--- config.mk ---
export PLATFORM = sky130hd
export DESIGN_NAME = serial_to_parallel_buffer_flat
export DESIGN_NICKNAME = d
export VERILOG_FILES = /design/src/rtl/serial_to_parallel_buffer_if.sv /design/src/rtl/serial_to_parallel_buffer.sv /design/src/flat_wrapper.sv
export SDC_FILE = /design/constraint.sdc
export NUM_CORES = 1
export LEC_CHECK = 0
export ABC_AREA = 1
export BUFFER_PORTS_ARGS = -buffer_cell sky130_fd_sc_hd__buf_2
export CAP_MARGIN = 20
export CORE_MARGIN = 4
export CORE_UTILIZATION = 54
export CTS_BUF_LIST = sky130_fd_sc_hd__clkbuf_8
export CTS_CLUSTER_DIAMETER = 200
export DETAILED_ROUTE_END_ITERATION = 12
export GPL_TIMING_DRIVEN = 0
export PLACE_DENSITY = 0.89
export SYNTH_ARGS = -nofsm -noshare
export SYNTH_HDL_FRONTEND = slang
export SYNTH_SLANG_ARGS = --single-unit
--- constraint.sdc ---
create_clock -name clk -period 1.3 [get_ports clk]
set_input_delay 0.195 -clock clk [delete_from_list [all_inputs] [get_ports clk]]
set_output_delay 0.195 -clock clk [all_outputs]
set_load 0.005 [all_outputs]
--- src/rtl/serial_to_parallel_buffer_if.sv ---
// Bus bundle for serial_to_parallel_buffer: serial bit stream in,
// assembled words out through a one-entry valid/ready holding register.
interface serial_to_parallel_buffer_if #(
    parameter int WIDTH = 8
);
    logic                     bit_in;
    logic                     bit_valid;
    logic                     clear;
    logic [WIDTH-1:0]         word_out;
    logic                     word_valid;
    logic                     word_ready;
    logic [$clog2(WIDTH)-1:0] bit_count;
    logic                     overflow;

    // Driver of the bit stream and consumer of the words.
    modport master (
        output bit_in, bit_valid, clear, word_ready,
        input  word_out, word_valid, bit_count, overflow
    );

    // The assembler itself.
    modport slave (
        input  bit_in, bit_valid, clear, word_ready,
        output word_out, word_valid, bit_count, overflow
    );
endinterface

--- src/rtl/serial_to_parallel_buffer.sv ---
// Assembles a 1-bit-per-clock stream into WIDTH-bit words and presents each
// word through a one-entry holding register. A word that completes while the
// held word is still waiting (and not being taken) is dropped and flagged in
// the sticky overflow bit.
//
// Handshake: a word transfers on a rising edge where word_valid=1 and
// word_ready=1. word_valid is a pure register output (never a combinational
// function of word_ready), word_ready while empty is ignored, and word_out is
// stable while word_valid=1 and word_ready=0.
module serial_to_parallel_buffer #(
    parameter int WIDTH     = 8,
    parameter bit MSB_FIRST = 1'b1
) (
    input  logic                       clk,
    input  logic                       rst_n,
    serial_to_parallel_buffer_if.slave bus,
    output logic                       dbg_state_o
);
    localparam int CW = $clog2(WIDTH);
    localparam logic [CW-1:0] LAST_CNT = CW'(WIDTH - 1);

    localparam logic [0:0] EMPTY = 1'b0;
    localparam logic [0:0] FULL  = 1'b1;

    logic [WIDTH-1:0] shift_q, shift_d;
    logic [CW-1:0]    count_q, count_d;
    logic [0:0]       state_q, state_d;
    logic [WIDTH-1:0] word_q,  word_d;
    logic             ovf_q,   ovf_d;

    logic [WIDTH-1:0] shifted;
    logic             take_bit;
    logic             complete;
    logic             handshake;

    // Shift direction decides whether the first bit ends up at the MSB or LSB.
    assign shifted   = MSB_FIRST ? {shift_q[WIDTH-2:0], bus.bit_in}
                                 : {bus.bit_in, shift_q[WIDTH-1:1]};
    // clear beats an incoming bit, including the one that would complete a word.
    assign take_bit  = bus.bit_valid && !bus.clear;
    assign complete  = take_bit && (count_q == LAST_CNT);
    assign handshake = (state_q == FULL) && bus.word_ready;

    // Next-state logic for the assembler, holding register FSM and overflow flag.
    always_comb begin
        shift_d = shift_q;
        count_d = count_q;
        state_d = state_q;
        word_d  = word_q;
        ovf_d   = ovf_q;

        if (bus.clear) begin
            shift_d = '0;
            count_d = '0;
        end else if (take_bit) begin
            shift_d = shifted;
            count_d = complete ? '0 : count_q + CW'(1);
        end

        case (state_q)
            EMPTY: begin
                if (complete) begin
                    state_d = FULL;
                    word_d  = shifted;
                end
            end
            default: begin
                if (complete && handshake) begin
                    word_d = shifted;
                end else if (complete) begin
                    // Held word not taken: keep it, drop the new one.
                    ovf_d = 1'b1;
                end else if (handshake) begin
                    state_d = EMPTY;
                end
            end
        endcase

        // complete already excludes clear, so clear always leaves overflow low.
        if (bus.clear) begin
            ovf_d = 1'b0;
        end
    end

    // State registers with synchronous active-low reset.
    always_ff @(posedge clk) begin
        if (!rst_n) begin
            shift_q <= '0;
            count_q <= '0;
            state_q <= EMPTY;
            word_q  <= '0;
            ovf_q   <= 1'b0;
        end else begin
            shift_q <= shift_d;
            count_q <= count_d;
            state_q <= state_d;
            word_q  <= word_d;
            ovf_q   <= ovf_d;
        end
    end

    assign bus.word_out   = word_q;
    assign bus.word_valid = (state_q == FULL);
    assign bus.bit_count  = count_q;
    assign bus.overflow   = ovf_q;
    assign dbg_state_o    = state_q[0];
endmodule

--- src/flat_wrapper.sv ---
// flat-port wrapper written by rule: the top's interface ports become plain ports
module serial_to_parallel_buffer_flat 
#(
    parameter int WIDTH     = 8,
    parameter bit MSB_FIRST = 1'b1
)
  (clk, rst_n, dbg_state_o, bus_bit_in, bus_bit_valid, bus_clear, bus_word_ready, bus_word_out, bus_word_valid, bus_bit_count, bus_overflow);
  serial_to_parallel_buffer_if #(.WIDTH(WIDTH)) bus_i ();
  input  logic clk;
  input  logic rst_n;
  output logic dbg_state_o;
  input wire logic [$bits(bus_i.bit_in)-1:0] bus_bit_in;
  input wire logic [$bits(bus_i.bit_valid)-1:0] bus_bit_valid;
  input wire logic [$bits(bus_i.clear)-1:0] bus_clear;
  input wire logic [$bits(bus_i.word_ready)-1:0] bus_word_ready;
  output wire logic [$bits(bus_i.word_out)-1:0] bus_word_out;
  output wire logic [$bits(bus_i.word_valid)-1:0] bus_word_valid;
  output wire logic [$bits(bus_i.bit_count)-1:0] bus_bit_count;
  output wire logic [$bits(bus_i.overflow)-1:0] bus_overflow;
  assign bus_i.bit_in = bus_bit_in;
  assign bus_i.bit_valid = bus_bit_valid;
  assign bus_i.clear = bus_clear;
  assign bus_i.word_ready = bus_word_ready;
  assign bus_word_out = bus_i.word_out;
  assign bus_word_valid = bus_i.word_valid;
  assign bus_bit_count = bus_i.bit_count;
  assign bus_overflow = bus_i.overflow;
  serial_to_parallel_buffer #(.WIDTH(WIDTH), .MSB_FIRST(MSB_FIRST)) u_core (.clk(clk), .rst_n(rst_n), .bus(bus_i), .dbg_state_o(dbg_state_o));
endmodule
==> results.cfg, run 1 <==
[status]
outcome = finished, final reports clean

[critical_path]
crit_family = simple AND/OR/NAND/NOR gates
crit_path_frequent_cell = nor2_1
critPathBufInv = 0
maximum_cell_stage_delay_along_the_critical_path_ns = 0.36
data_arrival_critical_path_ns = 1.42
critPathLaunchType = flip-flop
cp_slowest_cell = dfxtp_4
cp_max_fo = 8
critPathCaptureType = flip-flop
setup.worst_path.class = reg2reg
required_time_at_the_endpoint_of_the_critical_path_ns = 1.50
cells_traversed_along_the_worst_timing_path = ha_2, ha_4, nand3b_4, nor2_4, nor2_1, nor2_1

[logic_synthesis]
ys_ff_latch = 20
yosysTopAreaCell = dfxtp_1
multiplexer_share_of_the_synthesized_area_pct = 0
synth_fp_nets = 117
syn_area_um2 = 858.3
synth_simple_gate_area_share_pct = 26.38
synth.top_cell.area_share_pct = 46.65
avgSynthCellArea_um2 = 7.875
share_of_synthesized_cell_area_in_full_adder_half_adder_and_majority_cells_pct = 2.915
synth_xor_area_share_pct = 0
number_of_distinct_standard_cells_referenced_by_the_synthesized_netlist = 16
synth_seq_area_share_pct = 46.65
synth_compound_gate_area_share_pct = 11.08
leading_cell_types_by_total_area_after_synthesis = dfxtp_1, nor2_1, inv_1
synth_top_family_by_area = simple AND/OR/NAND/NOR gates
yosysWarnings = 0
synthCells = 109

[cells_and_area]
final_util_pct = 69.44
area.growth.synth_to_final_pct = 21.87
antenna_cells = 0
drive_gt1_share_pct = 29.01
nNetsFinal = 140
fillCellCount = 122
sequential_cell_area_um2 = 405.4
final_area_um2 = 1046
area_occupied_by_multi_input_gates_um2 = 361.6

[global_routing]
via_count_of_the_first_global_routing_pass = 674
largest_net_degree_at_the_start_of_global_routing = 12
globalRoute.totalOverflow = 0
antenna_found_initial = 0
grt_first_pass_wirelength_mm = 2.856
track_usage_pct = 17.39

[sta]
slew_headroom_pct = 87.27
grt_setup_unrepaired = no
final-setup-viol-count = 0
layout_min_cycle_time_ns = 1.221
final-hold-violation-count = 0
clock_skew_ns = 0.001224
number_of_slew_limit_violations_in_the_final_report = 0
layout_worst_path_cycle_share_pct = 93.89
max_slew.worst_pin.slew_ns = 0.1890
fmax_mhz = 819.2

[detailed_routing]
num_vias = 757
drt_iter0_markers = 17
drt_first_pass_iters = 5
drc_errors = 0
antenna_left = 0
drt-vias-per-instance = 5.150
wl_per_cell_um = 11.90
wirelength_mm = 1.750

[floorplan]
die_x_extent_um = 47.87
core-area_um2 = 1506
floorplan.initialDensity_pct = 56.98
die-area_um2 = 2292
num_rows = 14
pin_count = 20
die_y_um = 47.87

[clock_network]
clock_tree.htree_level_count = 1
cts_max_path_buffers = 2
clkSlewWorstSetupHoldPaths_ns = 0.07
cts_hold_repair.buffers = 0
root_buffer = clkbuf_8
cts_inserted_buffers = 3
cts_tree = built
insertion_delay_ns = 0.25
cts_setup_buffers = 0
clkSinkCount = 20

[power_and_ir_drop]
p_leak_uw = 0.0004981
report.power.total_uw = 1194
power.density_nw_per_um2 = 1142
vdd_ir_drop_max_v = 0.0007165

[place]
placedInstanceArea_um2 = 968.4
port-buffer-count = 18
globalplace.congestion = 0.7457
dp_hpwl_mm = 1.237

[hold_path]
worstHoldPathType = in2reg

[job]
drv.max_cap_violation_count = 0
[report_power, final]
group | switching, µW | total (µW) | internal, µW
logic | 51.6 | 87.9 | 36.3
clock network | 204 | 473 | 269
registers | 8.55 | 634 | 625
[cell type report]
type	count	share of cell area, %
tap	16	1.914
timing repair buffer	18	8.612
sequential	20	38.76
clock buffer	4	5.263
inverter	15	5.383
multi-input combinational	67	34.57
buffer	7	5.502
[final timing paths]
| check | cells past startpoint | start | slack, ns | endpoint |
|---|---|---|---|---|
| max | 6 | u_core.bus.bit_count[0]$_SDFFE_PP0P_ | 0.08 | u_core.bus.word_out[2]$_SDFFE_PN0P_ |
| min | 3 | rst_n | 0.19 | u_core.bus.word_out[7]$_SDFFE_PN0P_ |
| max reg2reg | 6 | u_core.bus.bit_count[0]$_SDFFE_PP0P_ | 0.08 | u_core.bus.word_out[2]$_SDFFE_PN0P_ |
| min reg2reg | 2 | u_core.bus.word_out[3]$_SDFFE_PN0P_ | 0.47 | u_core.bus.word_out[3]$_SDFFE_PN0P_ |
[state kept, by name, indices dropped and copies added (netlist names)]
signal and cells:
u_core.bus.word_valid 1, u_core.shift_q 7, u_core.bus.word_out 8, u_core.bus.overflow 1
u_core.bus.bit_count 3
[cells by family (layout without fill, tap and decap cells)]
family	after synthesis	count (layout)
flops	20	20
fa+ha+maj	2	2
simple gates	46	46
buf+inv	22	44
compound gates	19	19
[cell usage in the layout (no fill, tap or decap), types with 4 or more instances in the layout]
| master | count |
|---|---|
| nand2_1 | 10 |
| buf_4 | 4 |
| buf_2 | 19 |
| dfxtp_1 | 18 |
| a21oi_1 | 9 |
| clkbuf_8 | 4 |
| inv_1 | 14 |
| nand4_1 | 8 |
| nor2_1 | 24 |
| o21ai_0 | 9 |
[tightest hold or removal path, delay by kind of cell]
family	cells	cell delay [ns]
buffers and inverters	1	0.12
and+or+nand+nor	2	0.09
[metal layers]
layer	up-vias	global-route usage [%]	part of all wire, %
met3	4	3.383	6.7
li1	390	-	-
met2	31	28.76	46
met4	0	8.065	1.5
met5	-	0	0
met1	332	21.52	45
[synth_stat cells]
cell / number
inv_2: 1
o21ai_0: 9
buf_6: 2
buf_2: 2
nand4_1: 8
buf_4: 3
dfxtp_1: 20
o21ai_1: 1
nor2_2: 1
ha_1: 2
nor2_4: 2
nand3b_4: 1
a21oi_1: 9
nand2_1: 10
inv_1: 14
nor2_1: 24
[what timing repair did]
action,4_1_cts,5_1_grt
endpoints found under the setup margin,8,11
resized for setup,1,6
pin swaps,0,4
[stage by stage]
step	worst slack, ns	cells	hold WS, ns	TNS (ns)
after floorplan	0.1113	109	0.3427	0
after global placement	0.03793	143	0.4464	0
after detailed placement	-0.01122	143	0.4567	-0.04307
after CTS	0.01368	147	0.1868	0
after global routing	0.003834	147	0.1910	0
final	0.07937	147	0.1869	0
No activity file was read; power rests on OpenSTA's default activity.
==> inputs of run 2 (changes only) <==
==> constraint.sdc (replaced) <==
create_clock -name clk -period 1.2 [get_ports clk]
set_input_delay 0.18 -clock clk [delete_from_list [all_inputs] [get_ports clk]]
set_output_delay 0.18 -clock clk [all_outputs]
set_load 0.005 [all_outputs]
==> run 2 against run 1 <==
Against the previous run: maximum frequency rose by 7.4%; sequential cell count unchanged; final area up 3.2%; via count grew 1.1%; routed wire length rose by 6.0%; hold slack got worse by 0.015 ns; sequential share of layout area decreased by 1.4 points; power increased by 8.9%; setup slack got worse by 0.015 ns; register-to-register slack lost 0.02 ns; clock power increased by 7.8%; largest cell class unchanged; highest routed layer unchanged.
==> results.cfg, run 2 (synthesis gave the netlist of run 1 again) <==
[critical_path]
setup.worst_path.class = reg2reg
required_time_at_the_endpoint_of_the_critical_path_ns = 1.40
cp_max_fo = 8
cp_slowest_cell = dfxtp_2
rrSetupSlack_ns = 0.06
data_arrival_critical_path_ns = 1.33
worstReg2RegStart = u_core.bus.bit_count[1]$_SDFFE_PP0P_
crit_family = simple AND/OR/NAND/NOR gates
r2r_end = u_core.bus.word_out[2]$_SDFFE_PN0P_
critPathBufInv = 0
maximum_cell_stage_delay_along_the_critical_path_ns = 0.35
critPathCaptureType = flip-flop
reg2reg_depth = 6
cells_traversed_along_the_worst_timing_path = ha_4, ha_4, nand3b_4, nor2_4, nor2_1, nor2_1
critPathLaunchType = flip-flop

[floorplan]
pin_count = 20
floorplan.initialDensity_pct = 56.98
num_rows = 14
die_x_extent_um = 47.87
die_y_um = 47.87
core-area_um2 = 1506
die-area_um2 = 2292

[sta]
clock_skew_ns = 0.001030
number_of_slew_limit_violations_in_the_final_report = 0
layout_worst_path_cycle_share_pct = 94.68
final.setup.tns_ns = 0
layout_min_cycle_time_ns = 1.136
worst_setup_margin_ns = 0.06387
final-setup-viol-count = 0
grt_setup_unrepaired = yes
fmax_mhz = 880.2
final-hold-violation-count = 0
slew_headroom_pct = 85.84
max_slew.worst_pin.slew_ns = 0.2102

[job]
drv.max_cap_violation_count = 0

[global_routing]
track_usage_pct = 19.76
largest_net_degree_at_the_start_of_global_routing = 12
grt_first_pass_wirelength_mm = 3.187
globalRoute.totalOverflow = 0
via_count_of_the_first_global_routing_pass = 716
antenna_found_initial = 0

[clock_network]
cts_hold_repair.buffers = 0
cts_max_path_buffers = 2
cts_tree = built
cts_inserted_buffers = 3
root_buffer = clkbuf_8
clock_tree.htree_level_count = 1
insertion_delay_ns = 0.25
clkSlewWorstSetupHoldPaths_ns = 0.07
clkSinkCount = 20

[cells_and_area]
final_cell_mix = nor2_1, buf_2, dfxtp_1
fillCellCount = 119
final_common_cell = nor2_1
antenna_cells = 0
nNetsFinal = 143
final_util_pct = 71.68
drive_gt1_share_pct = 30.60
area.growth.synth_to_final_pct = 25.80
largest_register_ffs = 8

[place]
port-buffer-count = 18
dp_hpwl_mm = 1.237
globalplace.congestion = 0.7457
detailedPlace.worstSlack_ns = -0.1112

[detailed_routing]
drc_errors = 0
wl_per_cell_um = 12.37
antenna_left = 0
wirelength_mm = 1.855
drt_first_pass_iters = 4
drt-vias-per-instance = 5.100
drt_iter0_markers = 19
num_vias = 765

[power_and_ir_drop]
vdd_ir_drop_max_v = 0.0007493
report.power.total_uw = 1301
power.density_nw_per_um2 = 1205
p_leak_uw = 0.0005168

[hold_path]
worstHoldPathType = in2reg
hold_path_end = u_core.bus.word_out[7]$_SDFFE_PN0P_
hold_depth = 3
timing.hold.worst.start = rst_n

[status]
outcome = finished, final reports clean
[run 2: changes by cell type in the layout (fill, tap and decap cells not counted), sizes merged]
cell | previous run | this run
buf | 25 | 28
[run 2: worst max path at each step]
stage	from	end	cells after the start
floorplan	u_core.bus.bit_count[0]$_SDFFE_PP0P_	u_core.bus.word_out[0]$_SDFFE_PN0P_	6
global placement	u_core.bus.bit_count[0]$_SDFFE_PP0P_	u_core.bus.word_out[5]$_SDFFE_PN0P_	6
detailed placement	u_core.bus.bit_count[0]$_SDFFE_PP0P_	u_core.bus.word_out[2]$_SDFFE_PN0P_	6
CTS	u_core.bus.bit_count[0]$_SDFFE_PP0P_	u_core.bus.word_out[2]$_SDFFE_PN0P_	6
global route	u_core.bus.bit_count[1]$_SDFFE_PP0P_	u_core.bus.word_out[3]$_SDFFE_PN0P_	6
finish	u_core.bus.bit_count[1]$_SDFFE_PP0P_	u_core.bus.word_out[2]$_SDFFE_PN0P_	6
[run 2: what timing repair did]
action / 4_1_cts / 5_1_grt
pin swaps: 4 / 6
buffers inserted: 3 / 0
endpoints found under the hold margin: 0 / 0
setup endpoints to repair: 10 / 10
gates resized for setup: 6 / 2
[run 2: layout make-up]
class	count	area [µm²]	share of cell area, %
clock buffers	4	55.05	5.098
plain buffers	7	61.31	5.678
inverters	15	56.30	5.214
well taps	16	20.02	1.854
repair buffers	21	112.6	10.43
multi-input cells	67	371.6	34.41
flip-flops and latches	20	402.9	37.31
[run 2: worst register-to-register path, delay by kind of cell, from the launching register on]
family,cells,cell delay (ns)
simple gates,4,0.44
flops,1,0.35
fa+ha+maj,2,0.28
[run 2: layer usage]
layer / GRT usage [%] / vias to the layer above / routed length [µm]
met3: 3.383 / 7 / 79
met5: 0 / - / 0
met4: 10.75 / 0 / 39
met1: 25.39 / 345 / 820
li1: - / 397 / -
met2: 31.13 / 16 / 916
[run 2: stage by stage]
stage	instances	instance area, µm²	hold slack, ns
2_1_floorplan	109	858.3	0.3277
3_3_place_gp	143	968.4	0.4358
3_5_place_dp	143	968.4	0.4417
4_1_cts	150	1066	0.1718
5_1_grt	150	1080	0.1784
6_report	150	1080	0.1721
[run 2: power by group]
part	total [µW]	internal, µW	switching (µW)
Sequential	689	679	10.0
Clock	510	292	218
Combinational	103	44.0	58.8
Total	1300	1010	287
